File: config.mk
export PLATFORM = sky130hd
export DESIGN_NAME = wb_stage_flat
export DESIGN_NICKNAME = d
export VERILOG_FILES = /design/src/rtl/wb_stage_if.sv /design/src/rtl/wb_stage.sv /design/src/flat_wrapper.sv
export SDC_FILE = /design/constraint.sdc
export NUM_CORES = 1
export LEC_CHECK = 0
export CAP_MARGIN = 20
export CORE_ASPECT_RATIO = 1.2
export CORE_MARGIN = 5
export CORE_UTILIZATION = 40
export CTS_CLUSTER_DIAMETER = 60
export DETAILED_ROUTE_END_ITERATION = 8
export PLACE_DENSITY_LB_ADDON = 0.2
export SLEW_MARGIN = 20
export SYNTH_ARGS = -nofsm -noshare
export SYNTH_HDL_FRONTEND = slang
export SYNTH_SLANG_ARGS = --single-unit
File: constraint.sdc
create_clock -name CLK -period 5.8 [get_ports CLK]
set_clock_uncertainty 0.1 [all_clocks]
set_input_delay 0.58 -clock CLK [delete_from_list [all_inputs] [get_ports CLK]]
set_output_delay 0.58 -clock CLK [all_outputs]
set_load 0.02 [all_outputs]
File: src/rtl/wb_stage_if.sv
// Signal bundle between the MEM/WB pipe, decode read ports, EX forwarding and the writeback stage.
interface wb_stage_if;
  logic        valid_i;
  logic        RF_WE_i;
  logic        WBSelect_i;
  logic [31:0] AluResult_i;
  logic [31:0] ReadData_i;
  logic [3:0]  A3_i;
  logic [31:0] PC8_i;
  logic [3:0]  A1_i;
  logic [3:0]  A2_i;
  logic [31:0] RD1_o;
  logic [31:0] RD2_o;
  logic [3:0]  RA_ex_i;
  logic [3:0]  RB_ex_i;
  logic [3:0]  A3_mem_i;
  logic        RF_WE_mem_i;
  logic [1:0]  ForwardA_o;
  logic [1:0]  ForwardB_o;
  logic [31:0] WBResult_o;
  logic [31:0] retired_o;

  modport master (
    output valid_i, RF_WE_i, WBSelect_i, AluResult_i, ReadData_i, A3_i, PC8_i,
    output A1_i, A2_i, RA_ex_i, RB_ex_i, A3_mem_i, RF_WE_mem_i,
    input  RD1_o, RD2_o, ForwardA_o, ForwardB_o, WBResult_o, retired_o
  );

  modport slave (
    input  valid_i, RF_WE_i, WBSelect_i, AluResult_i, ReadData_i, A3_i, PC8_i,
    input  A1_i, A2_i, RA_ex_i, RB_ex_i, A3_mem_i, RF_WE_mem_i,
    output RD1_o, RD2_o, ForwardA_o, ForwardB_o, WBResult_o, retired_o
  );
endinterface

File: src/rtl/wb_stage.sv
// Writeback stage: result select, 15-entry register file with write-through reads,
// EX operand forwarding selects and a retired-instruction counter.
module wb_stage (
  input  logic       CLK,
  input  logic       RST,
  wb_stage_if.slave  bus
);

  logic [31:0] r_rf [0:14];
  logic [31:0] r_retired;
  logic [31:0] w_result;
  logic        w_wr_en;
  logic [31:0] w_rd1;
  logic [31:0] w_rd2;
  logic [1:0]  w_fwd_a;
  logic [1:0]  w_fwd_b;

  assign w_result = bus.WBSelect_i ? bus.ReadData_i : bus.AluResult_i;
  // R15 is the PC, never a storage target.
  assign w_wr_en  = bus.valid_i & bus.RF_WE_i & (bus.A3_i != 4'd15);

  always_ff @(posedge CLK or negedge RST) begin
    if (!RST) begin
      for (int i = 0; i < 15; i++) r_rf[i] <= '0;
      r_retired <= '0;
    end else begin
      if (w_wr_en) r_rf[bus.A3_i] <= w_result;
      if (bus.valid_i) r_retired <= r_retired + 32'd1;
    end
  end

  always_comb begin
    w_rd1 = '0;
    if (bus.A1_i == 4'd15)                     w_rd1 = bus.PC8_i;
    else if (w_wr_en && bus.A1_i == bus.A3_i)  w_rd1 = w_result;
    else                                       w_rd1 = r_rf[bus.A1_i];
  end

  always_comb begin
    w_rd2 = '0;
    if (bus.A2_i == 4'd15)                     w_rd2 = bus.PC8_i;
    else if (w_wr_en && bus.A2_i == bus.A3_i)  w_rd2 = w_result;
    else                                       w_rd2 = r_rf[bus.A2_i];
  end

  // The younger EX/MEM producer wins over MEM/WB; 2'b11 is unreachable.
  always_comb begin
    w_fwd_a = 2'b00;
    if (bus.RA_ex_i != 4'd15) begin
      if (bus.RF_WE_mem_i && bus.A3_mem_i == bus.RA_ex_i)                   w_fwd_a = 2'b10;
      else if (bus.valid_i && bus.RF_WE_i && bus.A3_i == bus.RA_ex_i)       w_fwd_a = 2'b01;
    end
  end

  always_comb begin
    w_fwd_b = 2'b00;
    if (bus.RB_ex_i != 4'd15) begin
      if (bus.RF_WE_mem_i && bus.A3_mem_i == bus.RB_ex_i)                   w_fwd_b = 2'b10;
      else if (bus.valid_i && bus.RF_WE_i && bus.A3_i == bus.RB_ex_i)       w_fwd_b = 2'b01;
    end
  end

  assign bus.WBResult_o = w_result;
  assign bus.RD1_o      = w_rd1;
  assign bus.RD2_o      = w_rd2;
  assign bus.ForwardA_o = w_fwd_a;
  assign bus.ForwardB_o = w_fwd_b;
  assign bus.retired_o  = r_retired;

endmodule

File: src/flat_wrapper.sv
// flat-port wrapper written by rule: the top's interface ports become plain ports
module wb_stage_flat 
  (CLK, RST, bus_valid_i, bus_RF_WE_i, bus_WBSelect_i, bus_AluResult_i, bus_ReadData_i, bus_A3_i, bus_PC8_i, bus_A1_i, bus_A2_i, bus_RA_ex_i, bus_RB_ex_i, bus_A3_mem_i, bus_RF_WE_mem_i, bus_RD1_o, bus_RD2_o, bus_ForwardA_o, bus_ForwardB_o, bus_WBResult_o, bus_retired_o);
  wb_stage_if bus_i ();
  input  logic CLK;
  input  logic RST;
  input wire logic [$bits(bus_i.valid_i)-1:0] bus_valid_i;
  input wire logic [$bits(bus_i.RF_WE_i)-1:0] bus_RF_WE_i;
  input wire logic [$bits(bus_i.WBSelect_i)-1:0] bus_WBSelect_i;
  input wire logic [$bits(bus_i.AluResult_i)-1:0] bus_AluResult_i;
  input wire logic [$bits(bus_i.ReadData_i)-1:0] bus_ReadData_i;
  input wire logic [$bits(bus_i.A3_i)-1:0] bus_A3_i;
  input wire logic [$bits(bus_i.PC8_i)-1:0] bus_PC8_i;
  input wire logic [$bits(bus_i.A1_i)-1:0] bus_A1_i;
  input wire logic [$bits(bus_i.A2_i)-1:0] bus_A2_i;
  input wire logic [$bits(bus_i.RA_ex_i)-1:0] bus_RA_ex_i;
  input wire logic [$bits(bus_i.RB_ex_i)-1:0] bus_RB_ex_i;
  input wire logic [$bits(bus_i.A3_mem_i)-1:0] bus_A3_mem_i;
  input wire logic [$bits(bus_i.RF_WE_mem_i)-1:0] bus_RF_WE_mem_i;
  output wire logic [$bits(bus_i.RD1_o)-1:0] bus_RD1_o;
  output wire logic [$bits(bus_i.RD2_o)-1:0] bus_RD2_o;
  output wire logic [$bits(bus_i.ForwardA_o)-1:0] bus_ForwardA_o;
  output wire logic [$bits(bus_i.ForwardB_o)-1:0] bus_ForwardB_o;
  output wire logic [$bits(bus_i.WBResult_o)-1:0] bus_WBResult_o;
  output wire logic [$bits(bus_i.retired_o)-1:0] bus_retired_o;
  assign bus_i.valid_i = bus_valid_i;
  assign bus_i.RF_WE_i = bus_RF_WE_i;
  assign bus_i.WBSelect_i = bus_WBSelect_i;
  assign bus_i.AluResult_i = bus_AluResult_i;
  assign bus_i.ReadData_i = bus_ReadData_i;
  assign bus_i.A3_i = bus_A3_i;
  assign bus_i.PC8_i = bus_PC8_i;
  assign bus_i.A1_i = bus_A1_i;
  assign bus_i.A2_i = bus_A2_i;
  assign bus_i.RA_ex_i = bus_RA_ex_i;
  assign bus_i.RB_ex_i = bus_RB_ex_i;
  assign bus_i.A3_mem_i = bus_A3_mem_i;
  assign bus_i.RF_WE_mem_i = bus_RF_WE_mem_i;
  assign bus_RD1_o = bus_i.RD1_o;
  assign bus_RD2_o = bus_i.RD2_o;
  assign bus_ForwardA_o = bus_i.ForwardA_o;
  assign bus_ForwardB_o = bus_i.ForwardB_o;
  assign bus_WBResult_o = bus_i.WBResult_o;
  assign bus_retired_o = bus_i.retired_o;
  wb_stage u_core (.CLK(CLK), .RST(RST), .bus(bus_i));
endmodule
==> results.ini <==
[clock_tree]
clock-root-buffer = sky130_fd_sc_hd__clkbuf_16
number_of_buffers_on_the_longest_clock_path = 3
cts_htree_levels = 2
worstSkewPairLatency_ps = 590
clkSinkCount = 512
tritoncts = yes
number_of_cts_inserted_buffers = 53
clk_transition_reported_paths_ps = 60
cts_resized = 0

[synth]
synth_area_um2 = 27600
seq_area_frac_synth_pct = 46.4
ys_seq_elements = 512
synth_fp_nets = 2795
netlist.area_leader.share_pct = 46.4
synthesis.area_per_instance_um2 = 10.4
ys_dominant_reg_cell = sky130_fd_sc_hd__dfrtp_1
netlist_instances = 2668
async_flop_share_pct = 100
synth.largest_area_cell = sky130_fd_sc_hd__dfrtp_1
netlist-cell-type-count = 42
synthesis.yosys.warnings = 0
synth-edff-count = 0
synth.area.top_cells = sky130_fd_sc_hd__dfrtp_1 (46%), sky130_fd_sc_hd__mux4_2 (13%), sky130_fd_sc_hd__mux2i_1 (8.1%)

[die]
io_pins = 258
row_count = 105
area_enclosed_by_the_die_boundary_um2 = 74500
core_region_area_um2 = 68400
die_w_um = 250
die_h_um = 298
initial_core_util_pct = 40.4

[sta]
final.setup.tns_ps = 0
grt_setup_unrepaired = false
hold_violations = 0
worst_hold_margin_ps = 375
final_period_minus_worst_setup_slack_ps = 4740
setup_violations = 0
timing.final.max_slew_violations = 0
worst-slew-pin-transition_ps = 1150
maxClockFrequency_mhz = 211
maxSlewHeadroom_pct = 23.1
min_period_over_period_pct = 81.7
final.setup.worst_slack_ps = 1060

[min_path]
hold_class = reg2reg
worst_hold_endpoint = u_core.bus.retired_o[31]$_DFFE_PN0P_
holdPathStages = 1
worst_hold_startpoint = u_core.bus.retired_o[31]$_DFFE_PN0P_

[run_status]
run_status = finished, final reports clean

[power]
p_total_mw = 11.4
switching_share_pct = 30.9
internal-power_mw = 7.88
ir_drop_v = 0.000167
sw_power_mw = 3.52
static-leakage-power_nw = 13.8
power_density_nw_per_um2 = 346
pwr-share-seq_pct = 43.7
clock_power_share_pct = 30.3
combPwrFrac_pct = 26.1

[detailed_routing]
detail_route.wl_per_cell_um = 24.4
drcViolationCount = 0
ratio_of_routed_vias_to_standard_cells = 5.87
postRouteWirelength_mm = 91.5
drt-pass1-iter-count = 6
drtAntennaViolNets = 0
detailroute.via_count = 22000
drt-initial-drc-count = 1854

[setup_path]
timing.critical_path.arrival_ps = 4060
worst_setup_path_start_kind = input pin
worst-r2r-cell-count = 5
worst-r2r-setup-slack_ps = 3560
worst_r2r_endpoint = u_core.bus.retired_o[22]$_DFFE_PN0P_
worst_r2r_startpoint = u_core.bus.retired_o[0]$_DFFE_PN0P_
crit_path_max_fanout = 18
data_required_time_at_the_worst_endpoint_ps = 5120
critPathCaptureType = primary output
critPathKind = in2out

[placed_design]
buffer_ports.inserted = 257
post-dp-hpwl_mm = 56.5
dp_worst_setup_slack_ps = 1070
place_area_um2 = 31100
place_inst = 3655
gp_congestion = 0.798

[final_layout]
final_cells = 3754
final_util_pct = 48.1
drive_above_1_share_pct = 15.3
finalNetCount = 2930
final_area_um2 = 32900
flow.area_growth_from_synthesis_pct = 19.1

[grt]
grt_start_max_net_pins = 183
globalRouteTotalUtil_pct = 23.9
initial_antenna_violation_count = 2
first_pass_grt_wire_length_mm = 140
number_of_global_route_vias_before_repair = 22700
grt_overflow_total = 0

[run]
maxCapViolCount = 0

cell usage after synthesis (2+ instances only):
master / count
sky130_fd_sc_hd__a21oi_1: 321
sky130_fd_sc_hd__a22oi_1: 56
sky130_fd_sc_hd__a31oi_1: 38
sky130_fd_sc_hd__a41oi_1: 3
sky130_fd_sc_hd__and2_1: 2
sky130_fd_sc_hd__and3_1: 5
sky130_fd_sc_hd__and3_2: 2
sky130_fd_sc_hd__and4_1: 3
sky130_fd_sc_hd__buf_1: 5
sky130_fd_sc_hd__buf_2: 54
sky130_fd_sc_hd__buf_4: 4
sky130_fd_sc_hd__clkbuf_1: 195
sky130_fd_sc_hd__dfrtp_1: 512
sky130_fd_sc_hd__inv_1: 34
sky130_fd_sc_hd__mux2_2: 2
sky130_fd_sc_hd__mux2i_1: 223
sky130_fd_sc_hd__mux4_2: 161
sky130_fd_sc_hd__nand2_1: 213
sky130_fd_sc_hd__nand2b_1: 4
sky130_fd_sc_hd__nand3_1: 49
sky130_fd_sc_hd__nand4_1: 11
sky130_fd_sc_hd__nand4b_1: 2
sky130_fd_sc_hd__nor2_1: 334
sky130_fd_sc_hd__nor2b_1: 4
sky130_fd_sc_hd__nor3_1: 5
sky130_fd_sc_hd__nor4_1: 3
sky130_fd_sc_hd__nor4_4: 2
sky130_fd_sc_hd__o211ai_1: 70
sky130_fd_sc_hd__o21ai_0: 162
sky130_fd_sc_hd__o221a_2: 25
sky130_fd_sc_hd__o22ai_1: 39
sky130_fd_sc_hd__o2bb2ai_1: 26
sky130_fd_sc_hd__or2_2: 38
sky130_fd_sc_hd__or3_1: 2
sky130_fd_sc_hd__xnor2_1: 30
sky130_fd_sc_hd__xor2_1: 23
cell type report:
type,instances,area (um2)
antenna,1,2.50
clock buffer,82,1630
clock inverter,14,133
fill,6244,35500
inverter,34,128
multi-input combinational,1864,13800
sequential,512,12800
tap,909,1140
timing repair buffer,338,3270
power by group through the flow:
stage                     combinational (mW)  sequential [mW]  clock [mW]
after floorplan                         2.02             4.87           0
after global placement                  2.90             4.94           0
after detailed placement                2.98             5.02           0
after CTS                               2.99             4.96        3.52
after global routing                    3.27             5.07        3.64
final                                   2.97             4.98        3.45
what timing repair did:
action                    in CTS  in global routing
hold buffers                   1                  0
buffers inserted               0                  0
hold endpoints to repair      43                  0
sequential cells by signal (all words and copies together), names as in the netlist:
| register | cells |
|---|---|
| u_core.bus.retired_o | 32 |
| u_core.r_rf | 480 |
cell usage in the layout, fill, tap and decap left out, types with 5 or more instances in the layout:
cell type,instances
sky130_fd_sc_hd__clkdlybuf4s50_1,247
sky130_fd_sc_hd__xor2_1,23
sky130_fd_sc_hd__a22oi_1,56
sky130_fd_sc_hd__clkbuf_8,20
sky130_fd_sc_hd__a21oi_1,321
sky130_fd_sc_hd__nor2_1,325
sky130_fd_sc_hd__or2_2,38
sky130_fd_sc_hd__buf_12,6
sky130_fd_sc_hd__xnor2_1,30
sky130_fd_sc_hd__clkbuf_16,53
sky130_fd_sc_hd__clkbuf_1,10
sky130_fd_sc_hd__mux4_2,161
sky130_fd_sc_hd__o2bb2ai_1,26
sky130_fd_sc_hd__o221a_2,25
sky130_fd_sc_hd__nand3_1,48
sky130_fd_sc_hd__a31oi_1,38
sky130_fd_sc_hd__nor3_1,5
sky130_fd_sc_hd__o211ai_1,70
sky130_fd_sc_hd__clkinv_2,8
sky130_fd_sc_hd__inv_1,34
sky130_fd_sc_hd__buf_4,75
sky130_fd_sc_hd__nand2_1,211
sky130_fd_sc_hd__mux2i_1,220
sky130_fd_sc_hd__and3_1,5
sky130_fd_sc_hd__nand4_1,11
sky130_fd_sc_hd__nor2_4,9
sky130_fd_sc_hd__dfrtp_1,512
sky130_fd_sc_hd__o22ai_1,39
sky130_fd_sc_hd__o21ai_0,162
layer usage:
metal / up-vias / wire length, um / GRT usage [%]
met2: 759 / 45600 / 41.2
met4: 2 / 3300 / 8.01
li1: 9992 / - / -
met1: 11100 / 36800 / 30.7
met5: - / 13 / 0
met3: 175 / 5800 / 4.36
critical path, stage by stage:
cell and delay, ps:
sky130_fd_sc_hd__clkdlybuf4s50_1 660, sky130_fd_sc_hd__xor2_1 260, sky130_fd_sc_hd__nor4_1 640, sky130_fd_sc_hd__nand2_2 570, sky130_fd_sc_hd__buf_4 430, sky130_fd_sc_hd__o221a_2 340, sky130_fd_sc_hd__clkdlybuf4s50_1 550
kinds of logic after synthesis:
| kind of cell | synth area share (%) |
|---|---|
| xor gates and xnor gates | 1.68 |
| DFF | 46.4 |
| AOI/OAI and AO/OA | 15.9 |
| and+or+nand+nor | 10.5 |
| adders and majority gates | 0.0453 |
| muxes | 21.3 |
| buffers and inverters | 4.26 |
worst max-delay path by stage:
stage | from | endpoint | cells after the start
after floorplan | bus_valid_i | bus_RD2_o[21] | 8
after global placement | bus_A3_i[3] | bus_RD1_o[12] | 7
after detailed placement | bus_A3_i[3] | bus_RD1_o[12] | 7
after CTS | bus_A3_i[3] | bus_RD1_o[12] | 7
after global routing | bus_A3_i[3] | bus_RD1_o[12] | 7
final | bus_A3_i[3] | bus_RD1_o[11] | 7
Power figures use the tool's default switching activity.
==> RTL edit: new RTL, same settings <==
Reset style: synchronous (`RST`), changed in one clocked block.
--- a/src/rtl/wb_stage.sv
+++ b/src/rtl/wb_stage.sv
@@ -21,3 +21,3 @@
 
-  always_ff @(posedge CLK or negedge RST) begin
+  always_ff @(posedge CLK) begin
     if (!RST) begin
Formal check against the unedited RTL: not equivalent (Yosys sat finds a counterexample within 4 cycles, from zero or initial values and one cycle with RST low; the reset may be asserted at any time).
==> RTL edit against the original RTL <==
  * Highest routed layer is now met4
  * Routed wire length up 2.2%
  * Final area up 3.9%
  * Power shrank 14%
  * First-iteration DRC count grew 7.4%
  * Area after synthesis increased by 2.9%
  * Setup slack better by 270 ps
  * Sequential share of layout area increased by 7.9 points
  * Largest power group unchanged
  * Clock power up 7.2%
  * Sequential cell count up 32
==> RTL edit: results (changes against the original RTL) <==
* Status: complete, no violations
* Ys flop type: edfxtp_1
* Top cells by count, synth: nor2_1, edfxtp_1, mux4_2
* Hold path depth at 2 (+1)
* Register area share after synthesis at 56.29% (+9.9 points)
* Reg2Reg Setup Slack at 3650 ps (+90 ps)
* RD Place Congestion at 0.7949 (-0.34%)
* # diodes at 0 (-1)
* Leakage power at 12.12 nW (-12%)
* Worst hold start: u_core.bus.retired_o[22]$_SDFFE_PN0P_
* Drt wl/cell at 28.41 um (+17%)
* Largest net degree at the start of global routing at 85 (-54%)
* Fin nets at 2449 (-16%)
* Relative slew slack at 26.23% (+3.1 points)
* Hold slack at 394.3 ps (+19.58 ps)
* Ys async rst share at 0% (-100 points)
* Via-per-instance ratio at 6.020 (+2.6%)
* GRT Overall Usage at 24.14% (+0.21 points)
* FF-to-FF End: u_core.bus.retired_o[31]$_SDFFE_PN0P_
* Reg clk slew, reported paths at 50 ps
* CP arrival at 3790 ps (-270 ps)
* RR Startpoint: u_core.bus.retired_o[10]$_SDFFE_PN0P_
* Vias in the first global route at 21180 (-6.5%)
* Max reg flops at 512 (+6.7%)
* Postcts setup bufs at 0 (unchanged)
* H-tree depth at 2 (unchanged)
* WHS Endpoint: u_core.bus.retired_o[22]$_SDFFE_PN0P_
* Synth top area cells: edfxtp_1, mux4_2, nor2_1
* TritonCTS Buffers at 58 (+9.4%)
* VDD IR-drop max at 0.2271 mV (+36%)
* Clk_lat worst skew at 630 ps (+40 ps)
* DR pass1 iterations at 8 (+2)
* Antenna violations before repair at 0 (-2)
* Share of layout cells above drive strength 1 at 20.66% (+5.4 points)
* Number of synthesized flops with an enable pin at 512 (+512)
* Initial DRC Count at 1992 (+7.4%)
* Hpwl dp at 56580 um (+0.14%)
* Fillers at 6203 (-0.66%)
* Critical path fanouts, max at 17 (-1)
* First-pass GRT wire length at 138300 um (-0.87%)
-- RTL edit: worst max-delay path by stage --
stage	start	end	slack (ps)	depth (start not counted)
6_report	bus_valid_i	bus_RD1_o[31]	1330	8
5_1_grt	bus_valid_i	bus_RD2_o[31]	1190	8
4_1_cts	bus_A2_i[3]	bus_RD2_o[23]	1400	7
3_5_place_dp	bus_A2_i[3]	bus_RD2_o[23]	1420	7
3_3_place_gp	bus_valid_i	bus_RD1_o[31]	1460	8
2_1_floorplan	bus_A3_i[2]	bus_RD1_o[0]	2810	8
-- RTL edit: worst max-delay path, cell delays in order --
cell and delay (ps):
clkdlybuf4s50_1 670, nand2_1 180, a41o_1 310, nor2_4 160, nor2b_4 120, buf_4 290, a221oi_1 700, clkdlybuf4s50_1 740
-- RTL edit: cell type report --
| cell class | instances | share of cell area (%) |
|---|---|---|
| clock buffer | 66 | 4.333 |
| clock inverter | 39 | 1.076 |
| inverter | 33 | 0.3623 |
| multi-input combinational | 1331 | 34.21 |
| sequential | 544 | 46.84 |
| tap | 926 | 3.389 |
| timing repair buffer | 354 | 9.789 |
-- RTL edit: report_power, final --
part	internal (mW)	switching, mW
combinational	0.708	0.818
sequential	4.51	0.104
clock	2.10	1.60
total	7.31	2.53
-- RTL edit: through the flow --
stage | total power [mW] | cell area (sq um) | setup WS, ps | utilization, % | instances
after detailed placement | 6.220 | 32340 | 1421 | 45.67 | 3188
after CTS | 9.895 | 34190 | 1401 | 48.28 | 3293
after global placement | 6.188 | 32340 | 1459 | 45.67 | 3188
after floorplan | 5.560 | 28570 | 2808 | - | 2110
after global routing | 10.16 | 34190 | 1193 | 48.28 | 3293
final | 9.839 | 34190 | 1327 | 48.28 | 3293
-- RTL edit: layer usage --
metal  share of wire [%]  up-vias  track usage, %
met3                 8.2      167           4.196
met5                   0        -               0
met2                  52      946           43.44
met4                 2.9        0           6.956
li1                    -     8403               -
met1                  37    10310           29.99
-- RTL edit: logic make-up after synthesis --
family | share of synthesized area (%)
DFF | 56.29
buffers and inverters | 3.588
and+or+nand+nor | 10.90
adders and majority gates | 0.04397
AOI/OAI and AO/OA | 6.227
muxes | 21.46
other | 0.01318
xor gates and xnor gates | 1.478
